<file path="src/rtl/spi_pkg.sv">
// Shared definitions for the SPI transmit arbiter: FSM encoding and default sizing.
package spi_pkg;

   localparam int unsigned NUM_REQ_DEF    = 4;
   localparam int unsigned GAP_CYCLES_DEF = 4;
   localparam int unsigned BUSY_TO_DEF    = 8;

   localparam logic [2:0] ST_IDLE      = 3'd0;
   localparam logic [2:0] ST_LAUNCH    = 3'd1;
   localparam logic [2:0] ST_WAIT_BUSY = 3'd2;
   localparam logic [2:0] ST_WAIT_DONE = 3'd3;
   localparam logic [2:0] ST_GAP       = 3'd4;
   localparam logic [2:0] ST_HOLD      = 3'd5;

endpackage

</file>
<file path="src/rtl/spi_rr_pick.sv">
// Combinational round-robin picker: first set request at or above the pointer, with wrap.
module spi_rr_pick #(
   parameter int unsigned NUM_REQ = 4,
   parameter int unsigned ID_W    = 2
) (
   input  logic [NUM_REQ-1:0] req_i,
   input  logic [ID_W-1:0]    ptr_i,
   output logic [ID_W-1:0]    gnt_o,
   output logic               any_o
);

   always_comb begin
      gnt_o = '0;
      any_o = 1'b0;
      // Outer loop walks priority distance from the pointer; the first hit wins.
      for (int unsigned k = 0; k < NUM_REQ; k++) begin
         for (int unsigned i = 0; i < NUM_REQ; i++) begin
            if (!any_o && req_i[i] && ((32'(ptr_i) + k) % NUM_REQ == i)) begin
               any_o = 1'b1;
               gnt_o = ID_W'(i);
            end
         end
      end
   end

endmodule

</file>
<file path="src/rtl/spi_tx_arbiter.sv">
// Frame-locked round-robin arbiter feeding a shared byte-wide SPI mode-2 transmit engine.
module spi_tx_arbiter
   import spi_pkg::*;
#(
   parameter int unsigned NUM_REQ    = NUM_REQ_DEF,
   parameter int unsigned ID_W       = 2,
   parameter int unsigned GAP_CYCLES = GAP_CYCLES_DEF,
   parameter int unsigned BUSY_TO    = BUSY_TO_DEF
) (
   input  logic                 In_clk,
   input  logic                 In_rst_n,
   input  logic [NUM_REQ-1:0]   In_req,
   input  logic [NUM_REQ*8-1:0] In_data,
   input  logic [NUM_REQ-1:0]   In_last,
   output logic [NUM_REQ-1:0]   Out_ack,
   output logic                 Out_done,
   output logic [ID_W-1:0]      Out_done_id,
   output logic                 Out_err,
   output logic                 Out_tx_req,
   output logic [7:0]           Out_tx_data,
   input  logic                 In_tx_busy,
   output logic                 Out_owner_vld,
   output logic [ID_W-1:0]      Out_owner
);

   localparam int unsigned GAP_W = (GAP_CYCLES > 1) ? $clog2(GAP_CYCLES) : 1;
   localparam int unsigned TO_W  = (BUSY_TO > 1) ? $clog2(BUSY_TO) : 1;

   logic [2:0]         state_q, state_d;
   logic [ID_W-1:0]    rr_q, rr_d;
   logic [GAP_W-1:0]   gap_q, gap_d;
   logic [TO_W-1:0]    to_q, to_d;
   logic [NUM_REQ-1:0] ack_q, ack_d;
   logic               done_q, done_d;
   logic [ID_W-1:0]    done_id_q, done_id_d;
   logic               err_q, err_d;
   logic               tx_req_q, tx_req_d;
   logic [7:0]         tx_data_q, tx_data_d;
   logic               owner_vld_q, owner_vld_d;
   logic [ID_W-1:0]    owner_q, owner_d;

   logic [7:0]         data_a [NUM_REQ];
   logic [ID_W-1:0]    pick_gnt;
   logic               pick_any;
   logic [ID_W-1:0]    nxt_owner;

   spi_rr_pick #(
      .NUM_REQ (NUM_REQ),
      .ID_W    (ID_W)
   ) u_pick (
      .req_i (In_req),
      .ptr_i (rr_q),
      .gnt_o (pick_gnt),
      .any_o (pick_any)
   );

   always_comb begin
      for (int unsigned i = 0; i < NUM_REQ; i++) begin
         data_a[i] = In_data[8*i +: 8];
      end
   end

   assign nxt_owner = (owner_q == ID_W'(NUM_REQ-1)) ? '0 : owner_q + 1'b1;

   always_comb begin
      state_d     = state_q;
      rr_d        = rr_q;
      gap_d       = gap_q;
      to_d        = to_q;
      ack_d       = '0;
      done_d      = 1'b0;
      done_id_d   = done_id_q;
      err_d       = 1'b0;
      tx_req_d    = 1'b0;
      tx_data_d   = tx_data_q;
      owner_vld_d = owner_vld_q;
      owner_d     = owner_q;
      unique case (state_q)
         ST_IDLE: begin
            if (pick_any) begin
               tx_data_d        = data_a[pick_gnt];
               ack_d[pick_gnt]  = 1'b1;
               owner_d          = pick_gnt;
               owner_vld_d      = ~In_last[pick_gnt];
               state_d          = ST_LAUNCH;
            end
         end
         ST_LAUNCH: begin
            tx_req_d = 1'b1;
            to_d     = '0;
            state_d  = ST_WAIT_BUSY;
         end
         ST_WAIT_BUSY: begin
            if (In_tx_busy) begin
               state_d = ST_WAIT_DONE;
            end else if (to_q == TO_W'(BUSY_TO-1)) begin
               err_d       = 1'b1;
               owner_vld_d = 1'b0;
               rr_d        = nxt_owner;
               state_d     = ST_IDLE;
            end else begin
               to_d = to_q + 1'b1;
            end
         end
         ST_WAIT_DONE: begin
            if (!In_tx_busy) begin
               done_d    = 1'b1;
               done_id_d = owner_q;
               gap_d     = '0;
               state_d   = ST_GAP;
            end
         end
         ST_GAP: begin
            if (gap_q == GAP_W'(GAP_CYCLES-1)) begin
               if (owner_vld_q) begin
                  state_d = ST_HOLD;
               end else begin
                  rr_d    = nxt_owner;
                  state_d = ST_IDLE;
               end
            end else begin
               gap_d = gap_q + 1'b1;
            end
         end
         ST_HOLD: begin
            // Locked frame: only the owner can continue, everyone else waits.
            if (In_req[owner_q]) begin
               tx_data_d      = data_a[owner_q];
               ack_d[owner_q] = 1'b1;
               owner_vld_d    = ~In_last[owner_q];
               state_d        = ST_LAUNCH;
            end
         end
         default: state_d = ST_IDLE;
      endcase
   end

   always_ff @(posedge In_clk) begin
      if (!In_rst_n) begin
         state_q     <= ST_IDLE;
         rr_q        <= '0;
         gap_q       <= '0;
         to_q        <= '0;
         ack_q       <= '0;
         done_q      <= 1'b0;
         done_id_q   <= '0;
         err_q       <= 1'b0;
         tx_req_q    <= 1'b0;
         tx_data_q   <= '0;
         owner_vld_q <= 1'b0;
         owner_q     <= '0;
      end else begin
         state_q     <= state_d;
         rr_q        <= rr_d;
         gap_q       <= gap_d;
         to_q        <= to_d;
         ack_q       <= ack_d;
         done_q      <= done_d;
         done_id_q   <= done_id_d;
         err_q       <= err_d;
         tx_req_q    <= tx_req_d;
         tx_data_q   <= tx_data_d;
         owner_vld_q <= owner_vld_d;
         owner_q     <= owner_d;
      end
   end

   assign Out_ack       = ack_q;
   assign Out_done      = done_q;
   assign Out_done_id   = done_id_q;
   assign Out_err       = err_q;
   assign Out_tx_req    = tx_req_q;
   assign Out_tx_data   = tx_data_q;
   assign Out_owner_vld = owner_vld_q;
   assign Out_owner     = owner_q;

endmodule

</file>
<file path="config.mk">
export PLATFORM = sky130hd
export DESIGN_NAME = spi_tx_arbiter
export DESIGN_NICKNAME = d
export VERILOG_FILES = /design/src/rtl/spi_pkg.sv /design/src/rtl/spi_rr_pick.sv /design/src/rtl/spi_tx_arbiter.sv
export SDC_FILE = /design/constraint.sdc
export NUM_CORES = 1
export LEC_CHECK = 0
export ABC_AREA = 1
export CAP_MARGIN = 40
export CORE_MARGIN = 3
export CORE_UTILIZATION = 60
export DETAILED_ROUTE_END_ITERATION = 10
export DONT_BUFFER_PORTS = 1
export GPL_ROUTABILITY_DRIVEN = 0
export PLACE_DENSITY = 0.76
export SETUP_SLACK_MARGIN = 0.15
export SYNTH_ARGS = -nofsm -noshare
export SYNTH_HDL_FRONTEND = slang
export SYNTH_SLANG_ARGS = --single-unit
</file>
<file path="constraint.sdc">
create_clock -name In_clk -period 3.6 [get_ports In_clk]
set_clock_uncertainty 0.2 [all_clocks]
set_input_delay 0.36 -clock In_clk [delete_from_list [all_inputs] [get_ports In_clk]]
set_output_delay 0.36 -clock In_clk [all_outputs]
set_load 0.02 [all_outputs]
</file>
==> impl_metrics.xml <==
<?xml version="1.0" encoding="UTF-8"?>
<metrics>
  <group name="finish">
    <metric name="final_nets" unit="">426</metric>
    <metric name="syn_to_final_growth" unit="%">3.31</metric>
    <metric name="commonest_non_fill_non_tap_cell_in_the_layout" unit="">sky130_fd_sc_hd__nand2_1</metric>
    <metric name="design_area" unit="sq um">2380</metric>
    <metric name="layout_common_cells" unit="">125 x sky130_fd_sc_hd__nand2_1, 44 x sky130_fd_sc_hd__a21oi_1, 38 x sky130_fd_sc_hd__nand3_1</metric>
    <metric name="antenna-diode-count" unit="">0</metric>
    <metric name="drive_gt1_share" unit="%">7.43</metric>
  </group>
  <group name="place">
    <metric name="dpl-instance-area" unit="sq um">2280</metric>
    <metric name="dp.final_hpwl" unit="mm">4.54</metric>
    <metric name="place.port_buffers" unit="">0</metric>
  </group>
  <group name="detailed_routing">
    <metric name="drt_iter0_drc" unit="">164</metric>
    <metric name="via_count_of_the_routed_design" unit="">2474</metric>
    <metric name="number_of_iterations_in_the_first_detailed_routing_pass" unit="">5</metric>
    <metric name="post_drt_via_cell_ratio" unit="">5.85</metric>
    <metric name="post_drt_wl_per_cell" unit="microns">14.1</metric>
    <metric name="post-route-drc-count" unit="">0</metric>
    <metric name="postRouteWirelength" unit="mm">5.97</metric>
    <metric name="final_antenna_net_count" unit="">0</metric>
  </group>
  <group name="grt">
    <metric name="global_route.overflow_total" unit="">0</metric>
    <metric name="grt_antenna_before_repair" unit="">0</metric>
    <metric name="globalRouteTotalUtil" unit="%">26.8</metric>
    <metric name="grt_start_max_net_pins" unit="">25</metric>
    <metric name="first_pass_grt_wire_length" unit="mm">9.39</metric>
    <metric name="first_global_vias" unit="">2208</metric>
  </group>
  <group name="pwr">
    <metric name="power_density" unit="nW/um^2">888</metric>
    <metric name="totalPowerFinal" unit="mW">2.11</metric>
    <metric name="pleak" unit="nW">1.13</metric>
    <metric name="worst_supply_voltage_drop_on_vdd" unit="uV">413</metric>
  </group>
  <group name="clock_tree">
    <metric name="cts.repair.resized" unit="">0</metric>
    <metric name="clkTransAtPathRegs" unit="ns">0.07</metric>
    <metric name="cts_setup_buffers" unit="">0</metric>
    <metric name="clock_path_buffers" unit="">2</metric>
    <metric name="cts_max_level" unit="">2</metric>
    <metric name="clock-root-buffer" unit="">sky130_fd_sc_hd__clkbuf_8</metric>
    <metric name="numCtsBuffers" unit="">5</metric>
    <metric name="worst_skew_pair.late_latency" unit="ns">0.29</metric>
    <metric name="tritoncts_num_sinks" unit="">30</metric>
    <metric name="tritoncts" unit="">done</metric>
  </group>
  <group name="worst_setup_path">
    <metric name="criticalPathCategory" unit="">reg2reg</metric>
    <metric name="setup.worst_path.start_class" unit="">register</metric>
    <metric name="cp_max_fo" unit="">18</metric>
    <metric name="critPathCaptureType" unit="">register</metric>
    <metric name="timing.critical_path.required" unit="ns">3.54</metric>
    <metric name="arrival" unit="ns">2.89</metric>
  </group>
  <group name="floorplan">
    <metric name="cell_row_count" unit="">21</metric>
    <metric name="floorplan.initialDensity" unit="%">65.5</metric>
    <metric name="die_width" unit="microns">68.0</metric>
    <metric name="dieHeight" unit="microns">68.0</metric>
    <metric name="top_level_ports" unit="">63</metric>
    <metric name="fp.coreArea" unit="sq um">3520</metric>
    <metric name="die_area" unit="sq um">4620</metric>
  </group>
  <group name="sta">
    <metric name="layout_min_cycle_time" unit="ns">2.96</metric>
    <metric name="finalSetupViolations" unit="">0</metric>
    <metric name="timing.final.hold_violations" unit="">0</metric>
    <metric name="worstMarginPinSlew" unit="ns">0.704</metric>
    <metric name="rsz0062_at_grt" unit="">false</metric>
    <metric name="fmax" unit="GHz">0.338</metric>
    <metric name="whs" unit="ns">0.0121</metric>
    <metric name="post-route-period-util" unit="%">82.1</metric>
    <metric name="setup_total_negative_slack" unit="ns">0</metric>
    <metric name="slew_violations" unit="">0</metric>
    <metric name="maxSlewHeadroom" unit="%">53.0</metric>
  </group>
  <group name="logic_synthesis">
    <metric name="synth_seq_cells" unit="">30</metric>
    <metric name="netlist-cell-type-count" unit="">31</metric>
    <metric name="synth_seq_area_share" unit="%">26.0</metric>
    <metric name="synth.avg_cell_area" unit="sq um">5.99</metric>
    <metric name="synth_nets" unit="">435</metric>
    <metric name="cell_count_after_synthesis" unit="">385</metric>
    <metric name="synthesis.area" unit="sq um">2310</metric>
    <metric name="synth_warnings" unit="">0</metric>
  </group>
  <group name="hold_path">
    <metric name="holdCritPathClass" unit="">in2reg</metric>
  </group>
  <group name="flow_run">
    <metric name="max_cap_viol_count" unit="">0</metric>
  </group>
  <group name="run_status">
    <metric name="run_status" unit="">complete, no violations</metric>
  </group>
</metrics>
-- cell families (layout without fill, tap and decap cells) --
kind of cell / after synthesis / after routing / share of synthesized area [%]
flops: 30 / 30 / 26.0
compound gates: 76 / 76 / 19.0
fa+ha+maj: 7 / 7 / 3.80
buf+inv: 56 / 48 / 10.1
simple gates: 216 / 216 / 41.1
-- area by class of cell --
cell class / count / area, sq um
Clock buffer: 7 / 86.3
Inverter: 38 / 143
Tap cell: 46 / 57.6
Fill cell: 326 / 1140
Clock inverter: 1 / 5.00
Sequential cell: 30 / 601
Multi-Input combinational cell: 299 / 1470
Timing Repair Buffer: 2 / 17.5
-- critical path, stage by stage, from the launching register on --
cell and delay (ns):
sky130_fd_sc_hd__dfxtp_1 0.41, sky130_fd_sc_hd__inv_1 0.11, sky130_fd_sc_hd__nand3_1 0.10, sky130_fd_sc_hd__nand2_1 0.08, sky130_fd_sc_hd__nor2_2 0.13, sky130_fd_sc_hd__nand4_2 0.12
sky130_fd_sc_hd__nor2_2 0.11, sky130_fd_sc_hd__nand4_2 0.11, sky130_fd_sc_hd__nor3_2 0.20, sky130_fd_sc_hd__nand4_4 0.28, sky130_fd_sc_hd__nand3_1 0.43, sky130_fd_sc_hd__inv_2 0.19
sky130_fd_sc_hd__nand2_1 0.11, sky130_fd_sc_hd__nand3_1 0.07, sky130_fd_sc_hd__nand2_1 0.09, sky130_fd_sc_hd__a21oi_1 0.07
-- state kept, by name (all words and copies together) (netlist names) --
signal	flops
state_q	3
Out_tx_data	8
Out_done	1
Out_err	1
Out_owner_vld	1
Out_ack	4
rr_q	2
Out_tx_req	1
Out_owner	2
gap_q	2
to_q	3
Out_done_id	2
-- cell usage after synthesis (all sizes together) --
master	number	area, sq um
a211oi	1	7.51
a21oi	44	220
a31oi	2	12.5
a32o	8	80.1
a32oi	1	8.76
buf	7	48.8
clkbuf	11	41.3
clkinv	2	7.51
dfxtp	30	601
ha	7	87.6
inv	36	135
nand2	127	487
nand3	39	200
nand4	6	65.1
nor2	34	135
nor3	10	60.1
o2111ai	1	8.76
o211a	1	10.0
o21ai	18	90.1
-- metrics by stage --
step	instances	setup slack (ns)	util [%]
finish	423	0.645	67.7
global route	423	0.343	67.7
CTS	423	0.668	67.7
global placement	414	0.792	64.8
detailed placement	414	0.668	64.8
floorplan	385	1.22	-
-- metal layers --
metal | part of all wire (%) | track usage, %
met1 | 42 | 33.1
met2 | 48 | 44.8
met3 | 8.3 | 6.57
met4 | 1.7 | 10.2
met5 | 0 | 0
-- final timing paths --
path | start | end | slack [ns] | cells past startpoint
max | rr_q[1]$_SDFFE_PN0P_ | Out_tx_data[4]$_SDFFE_PN0P_ | 0.64 | 15
min | In_rst_n | Out_owner[0]$_SDFFE_PN0P_ | 0.01 | 2
max reg2reg | rr_q[1]$_SDFFE_PN0P_ | Out_tx_data[4]$_SDFFE_PN0P_ | 0.64 | 15
min reg2reg | to_q[2]$_SDFFE_PN0P_ | to_q[2]$_SDFFE_PN0P_ | 0.27 | 2
-- power by group --
group / internal [mW] / switching, mW / total [mW]
combinational: 0.429 / 0.843 / 1.27
sequential: 0.419 / 0.146 / 0.565
clock: 0.154 / 0.124 / 0.277
total: 1.00 / 1.11 / 2.11
-- what timing repair did --
item                                    4_1_cts  5_1_grt
hold endpoints to repair                      1        0
endpoints found under the setup margin        0        0
hold buffers                                  1        0
Note: power is estimated with default switching activity, not from simulation.
